File: src/rtl/fifo_wr_arb_pkg.sv
// rtl/fifo_wr_arb_pkg.sv - shared types and defaults for the FIFO write-port arbiter
//
// Holds the FSM state encoding, the default parameter values and a small
// modulo-increment helper used for the round-robin pointer.
// No ports (package).
package fifo_wr_arb_pkg;

  localparam int NREQ_DEF      = 4;
  localparam int DW_DEF        = 8;
  localparam int DEPTH_DEF     = 8;
  localparam int BURST_LEN_DEF = 4;

  typedef logic [0:0] state_t;
  localparam state_t IDLE  = 1'b0;
  localparam state_t BURST = 1'b1;

  // (idx + 1) mod n, for idx already in 0..n-1
  function automatic int wrap_inc(input int idx, input int n);
    return (idx + 1 >= n) ? 0 : idx + 1;
  endfunction

endpackage

File: src/rtl/fifo_wr_arb_rr_pick.sv
// rtl/fifo_wr_arb_rr_pick.sv - combinational round-robin picker
//
// Finds the first asserted request at or above ptr, wrapping NREQ-1 -> 0.
// Ports:
//   req  in  [NREQ-1:0]          request vector
//   ptr  in  [$clog2(NREQ)-1:0]  highest-priority index
//   gnt  out [NREQ-1:0]          one-hot pick (zero when no request)
//   idx  out [$clog2(NREQ)-1:0]  index of the pick
//   vld  out                     a request was found
module rr_pick #(
  parameter int NREQ = 4
) (
  input  logic [NREQ-1:0]         req,
  input  logic [$clog2(NREQ)-1:0] ptr,
  output logic [NREQ-1:0]         gnt,
  output logic [$clog2(NREQ)-1:0] idx,
  output logic                    vld
);

  int k;

  always_comb begin
    gnt = '0;
    idx = '0;
    vld = 1'b0;
    k   = 0;
    for (int i = 0; i < NREQ; i++) begin
      k = int'(ptr) + i;
      if (k >= NREQ) k = k - NREQ;
      if (!vld && req[k]) begin
        vld    = 1'b1;
        gnt[k] = 1'b1;
        idx    = k[$clog2(NREQ)-1:0];
      end
    end
  end

endmodule

File: src/rtl/fifo_wr_arb.sv
// rtl/fifo_wr_arb.sv - credit-based round-robin burst arbiter for a shared FIFO write port
//
// Optional feature: define FIFO_WR_ARB_GNT_CNT_EN to add per-requester
// saturating 16-bit transfer counters on gnt_cnt.
// Ports:
//   clk       in   single clock, rising edge
//   reset     in   asynchronous active-high reset
//   req       in   [NREQ-1:0]     per-requester write request
//   din       in   [NREQ*DW-1:0]  requester i data at [i*DW +: DW]
//   gnt       out  [NREQ-1:0]     combinational one-hot grant
//   fifo_pop  in   FIFO reader removed one entry
//   fifo_wen  out  registered FIFO write enable
//   fifo_din  out  [DW-1:0]       registered FIFO write data
//   fifo_src  out  [$clog2(NREQ)-1:0] requester that supplied fifo_din
//   gnt_cnt   out  [NREQ*16-1:0]  transfer counters (FIFO_WR_ARB_GNT_CNT_EN only)
module fifo_wr_arb
  import fifo_wr_arb_pkg::*;
#(
  parameter int NREQ      = NREQ_DEF,
  parameter int DW        = DW_DEF,
  parameter int DEPTH     = DEPTH_DEF,
  parameter int BURST_LEN = BURST_LEN_DEF
) (
  input  logic                    clk,
  input  logic                    reset,
  input  logic [NREQ-1:0]         req,
  input  logic [NREQ*DW-1:0]      din,
  output logic [NREQ-1:0]         gnt,
  input  logic                    fifo_pop,
  output logic                    fifo_wen,
  output logic [DW-1:0]           fifo_din,
  output logic [$clog2(NREQ)-1:0] fifo_src
`ifdef FIFO_WR_ARB_GNT_CNT_EN
  ,
  output logic [NREQ*16-1:0]      gnt_cnt
`endif
);

  localparam int IW = $clog2(NREQ);
  localparam int CW = $clog2(DEPTH + 1);
  localparam int BW = $clog2(BURST_LEN + 1);
  localparam logic [CW-1:0] CREDIT_MAX = CW'(DEPTH);
  localparam logic [BW-1:0] BEAT_MAX   = BW'(BURST_LEN);

  state_t          state_q, state_d;
  logic [IW-1:0]   ptr_q, ptr_d;
  logic [IW-1:0]   owner_q, owner_d;
  logic [BW-1:0]   beat_q, beat_d;
  logic [CW-1:0]   credit_q, credit_d;
  logic            fifo_wen_q, fifo_wen_d;
  logic [DW-1:0]   fifo_din_q, fifo_din_d;
  logic [IW-1:0]   fifo_src_q, fifo_src_d;

  logic [NREQ-1:0] pick_gnt;
  logic [IW-1:0]   pick_idx;
  logic            pick_vld;
  logic            credit_avail;
  logic            xfer;
  logic            pop_eff;
  logic [IW-1:0]   xfer_idx;
  logic [DW-1:0]   xfer_data;

  rr_pick #(.NREQ(NREQ)) u_rr_pick (
    .req (req),
    .ptr (ptr_q),
    .gnt (pick_gnt),
    .idx (pick_idx),
    .vld (pick_vld)
  );

  assign credit_avail = (credit_q != '0);

  // Grant and FSM next state. A burst ends with one grant-free release
  // cycle, which is what leaves a gap between consecutive owners.
  always_comb begin
    gnt      = '0;
    xfer_idx = owner_q;
    state_d  = state_q;
    ptr_d    = ptr_q;
    owner_d  = owner_q;
    beat_d   = beat_q;
    if (!reset) begin
      case (state_q)
        IDLE: begin
          if (credit_avail && pick_vld) begin
            gnt      = pick_gnt;
            xfer_idx = pick_idx;
            owner_d  = pick_idx;
            beat_d   = BW'(1);
            if (BURST_LEN > 1) state_d = BURST;
            else               ptr_d   = IW'(wrap_inc(int'(pick_idx), NREQ));
          end
        end
        default: begin
          if (beat_q == BEAT_MAX || !req[owner_q]) begin
            state_d = IDLE;
            ptr_d   = IW'(wrap_inc(int'(owner_q), NREQ));
          end else if (credit_avail) begin
            gnt[owner_q] = 1'b1;
            beat_d       = beat_q + BW'(1);
          end
          // else: stalled on credit, owner and beat held
        end
      endcase
    end
  end

  assign xfer = |(req & gnt);

  // A pop against an empty FIFO cannot free an entry.
  assign pop_eff = fifo_pop && (credit_q != CREDIT_MAX);

  always_comb begin
    xfer_data = '0;
    for (int i = 0; i < NREQ; i++) begin
      if (int'(xfer_idx) == i) xfer_data = din[i*DW +: DW];
    end
  end

  always_comb begin
    credit_d = credit_q;
    if (xfer && !pop_eff)      credit_d = credit_q - CW'(1);
    else if (!xfer && pop_eff) credit_d = credit_q + CW'(1);
    fifo_wen_d = xfer;
    fifo_din_d = xfer ? xfer_data : fifo_din_q;
    fifo_src_d = xfer ? xfer_idx  : fifo_src_q;
  end

  always_ff @(posedge clk or posedge reset) begin
    if (reset) begin
      state_q    <= IDLE;
      ptr_q      <= '0;
      owner_q    <= '0;
      beat_q     <= '0;
      credit_q   <= CREDIT_MAX;
      fifo_wen_q <= 1'b0;
      fifo_din_q <= '0;
      fifo_src_q <= '0;
    end else begin
      state_q    <= state_d;
      ptr_q      <= ptr_d;
      owner_q    <= owner_d;
      beat_q     <= beat_d;
      credit_q   <= credit_d;
      fifo_wen_q <= fifo_wen_d;
      fifo_din_q <= fifo_din_d;
      fifo_src_q <= fifo_src_d;
    end
  end

  assign fifo_wen = fifo_wen_q;
  assign fifo_din = fifo_din_q;
  assign fifo_src = fifo_src_q;

`ifdef FIFO_WR_ARB_GNT_CNT_EN
  logic [NREQ-1:0][15:0] cnt_q, cnt_d;

  always_comb begin
    cnt_d = cnt_q;
    for (int i = 0; i < NREQ; i++) begin
      if (req[i] && gnt[i] && cnt_q[i] != 16'hFFFF) cnt_d[i] = cnt_q[i] + 16'd1;
    end
  end

  always_ff @(posedge clk or posedge reset) begin
    if (reset) cnt_q <= '0;
    else       cnt_q <= cnt_d;
  end

  assign gnt_cnt = cnt_q;
`endif

endmodule

File: config.mk
export PLATFORM = sky130hd
export DESIGN_NAME = fifo_wr_arb
export DESIGN_NICKNAME = d
export VERILOG_FILES = /design/src/rtl/fifo_wr_arb_pkg.sv /design/src/rtl/fifo_wr_arb_rr_pick.sv /design/src/rtl/fifo_wr_arb.sv
export SDC_FILE = /design/constraint.sdc
export NUM_CORES = 1
export LEC_CHECK = 0
export CORE_ASPECT_RATIO = 0.8
export CORE_MARGIN = 3
export CORE_UTILIZATION = 30
export DETAILED_ROUTE_END_ITERATION = 8
export PLACE_DENSITY_LB_ADDON = 0.25
export SYNTH_ARGS = -nofsm -noshare
export SYNTH_HDL_FRONTEND = slang
export SYNTH_SLANG_ARGS = --single-unit
File: constraint.sdc
create_clock -name clk -period 6.65 [get_ports clk]
set_clock_uncertainty 0.1 [all_clocks]
set_input_delay 1.6625 -clock clk [delete_from_list [all_inputs] [get_ports clk]]
set_output_delay 1.6625 -clock clk [all_outputs]
set_load 0.05 [all_outputs]
==> results.yml <==
floorplanning:
  die_w_um: 94.8
  coreArea_mm2: 0.00601
  rows: 25
  die_h_um: 77.0
  start_util_pct: 31.5
  pin_count: 54
  dieArea_mm2: 0.00730
global_route:
  grt_pass1_vias: 1560
  grtUsageTotal_pct: 13.0
  antenna_found_initial: 0
  grt_overflow: 0
  grt_start_max_net_pins: 24
  grt_pass1_wl_mm: 7.78
synth:
  async_flop_share_pct: 100
  synth-edff-count: 0
  syn_area_mm2: 0.00189
  ys_ff_latch: 23
  synth.distinct_cells: 44
  synth_top_family_by_area: "multiplexers"
  synth_flop_cell: "dfrtp_1"
  syn_area_per_cell_um2: 10.2
  synth_mux_area_share_pct: 25.6
  synth_compound_area_share_pct: 14.0
  yosysSeqAreaShare_pct: 30.5
  postSynthCellCount: 185
  synth-xor-area-share_pct: 2.31
  synth_fp_nets: 238
  synth_fa_ha_area_share_pct: 9.66
  synth_warnings: 0
  yosys.area_share.simple_pct: 12.4
placed_design:
  port_buffers: 53
  dpl.hpwl_mm: 3.55
  gp_congestion: 0.820
cts:
  ctsHoldBuffers: 0
  cts_tree: "built"
  clock-sinks: 23
  worstSkewPairLatency_ns: 0.26
  clk_path_buf_depth: 2
  cts_setup_buffers: 0
  clkTransAtPathRegs_ns: 0.08
  root_buffer: "clkbuf_8"
  cts_resized: 0
  htreeDepth: 1
  cts_buffers: 3
drt:
  detail-route-antenna-nets: 0
  drt_pre_antenna_iters: 5
  totalWireLength_mm: 4.54
  drtIter0Drc: 65
  vias: 1564
  viasPerCell: 4.95
  drc_errors: 0
  wl_per_cell_um: 14.4
power_and_ir_drop:
  p_int_uw: 661
  power_density_mw_per_mm2: 495
  max-vdd-ir-drop_v: 0.000272
  seqPwrFrac_pct: 22.4
  p_sw_uw: 596
  finalPower_uw: 1260
  combPwrFrac_pct: 70.7
  clockPowerShare_pct: 7.0
  p_leak_uw: 0.00108
  swShare_pct: 47.4
setup_path:
  crit_type: "in -> out"
  critPathCaptureType: "output port"
  worstPathMaxFanout: 12
  r2r_end: "credit_q[3]$_DFFE_PP1P_"
  crit_path_max_incr_delay_ns: 0.82
  path_cells: "clkdlybuf4s50_1 -> mux4_2 -> nor2b_4 -> a221oi_1 -> a21oi_1 -> a21oi_1 -> o21ai_0 -> clkdlybuf4s50_1"
  critical-path-top-delay-family: "buffers and inverters"
  crit_path_start_kind: "input port"
  critical_path_arrival_ns: 4.39
  rr_startpoint: "ptr_q[0]$_DFFE_PP0P_"
  cp_num_buf_inv: 2
  r2r_slack_ns: 2.32
  crit_cells: 8
  critPathRequiredTime_ns: 4.89
  critical-path-slowest-cell: "clkdlybuf4s50_1"
  r2r_cells: 13
min_path:
  hold_class: "reg -> reg"
  worstHoldEndpoint: "fifo_din[0]$_DFFE_PP0P_"
  hold_path_startpoint: "fifo_din[0]$_DFFE_PP0P_"
  min_delay_path_depth: 1
timing:
  finalSetupViolations: 0
  hold_viol: 0
  period_needed_ns: 6.15
  worstMarginPinSlew_ns: 0.866
  fin_crit_sh_pct: 92.5
  rsz0062_at_grt: "no"
  finalMaxSlewViolations: 0
  slew_headroom_pct: 42.2
  max_freq_ghz: 0.163
  fin_setup_tns_ns: 0
outcome:
  status: "finished clean"
cells_and_area:
  final_common_cell: "clkdlybuf4s50_1"
  diodes: 0
  fin_util_pct: 42.2
  most-common-layout-cells: "clkdlybuf4s50_1 (53), mux2i_1 (27), dfrtp_1 (22), nand2_1 (17), ha_1 (13)"
  syn2layout_area_growth_pct: 34.1
  layout-drive-gt1-share_pct: 10.6
  final_net_count: 289
flow_run:
  maxCapViolCount: 0
-- cells by family after synthesis --
family / count (synthesis)
AOI/OAI and AO/OA: 37
xor gates and xnor gates: 5
adders and majority gates: 14
buffers and inverters: 21
DFF: 23
muxes: 40
and+or+nand+nor: 45
-- registers in the layout (all words and copies together) (netlist names) --
register	cells
state_q	1
owner_q	2
fifo_wen	1
fifo_src	2
fifo_din	8
credit_q	4
ptr_q	2
beat_q	3
-- per-layer routing --
layer	wire, µm	vias up	GRT usage [%]
li1	-	775	-
met1	2160	748	19.2
met2	2160	39	20.3
met3	205	2	2.55
met4	15	0	1.30
met5	0	-	0
-- synth_stat cells, drive strengths merged (4+ instances only) --
library cell / instances / area share (%)
mux2i: 27 / 14
dfrtp: 22 / 29
nand2: 17 / 3.4
ha: 13 / 8.6
inv: 11 / 2.2
buf: 10 / 3.3
mux2: 10 / 7.7
nor2: 10 / 2.0
o21ai: 10 / 2.6
a22oi: 5 / 2.0
a21oi: 4 / 1.1
nand2b: 4 / 1.3
-- cell type report --
cell class,instances,area [µm²]
fill,597,3470
tap,81,101
multi-input combinational,141,1220
timing repair buffer,56,553
clock buffer,4,45.0
sequential,23,577
inverter,11,41.3
-- worst max-delay path by stage --
| stage | from | slack [ns] | to |
|---|---|---|---|
| floorplan | req[0] | 1.0 | gnt[2] |
| global placement | req[2] | 0.57 | gnt[2] |
| detailed placement | req[2] | 0.52 | gnt[2] |
| CTS | req[2] | 0.51 | gnt[2] |
| global route | req[3] | 0.29 | gnt[2] |
| finish | req[3] | 0.50 | gnt[2] |
-- stage by stage --
stage,area (µm²),hold slack [ns],setup WS [ns],instances
2_1_floorplan,1890,0.373,0.996,185
3_3_place_gp,2490,0.398,0.572,312
6_report,2540,0.414,0.502,316
5_1_grt,2540,0.439,0.285,316
3_5_place_dp,2490,0.399,0.516,312
4_1_cts,2540,0.421,0.510,316
-- power by group through the flow --
stage	Combinational, µW	Clock (µW)	Sequential, µW
2_1_floorplan	574	0	377
3_3_place_gp	886	0	286
3_5_place_dp	887	0	286
4_1_cts	895	91.5	283
5_1_grt	966	97.1	293
6_report	888	87.5	281
(Power assumes the default switching activity.)
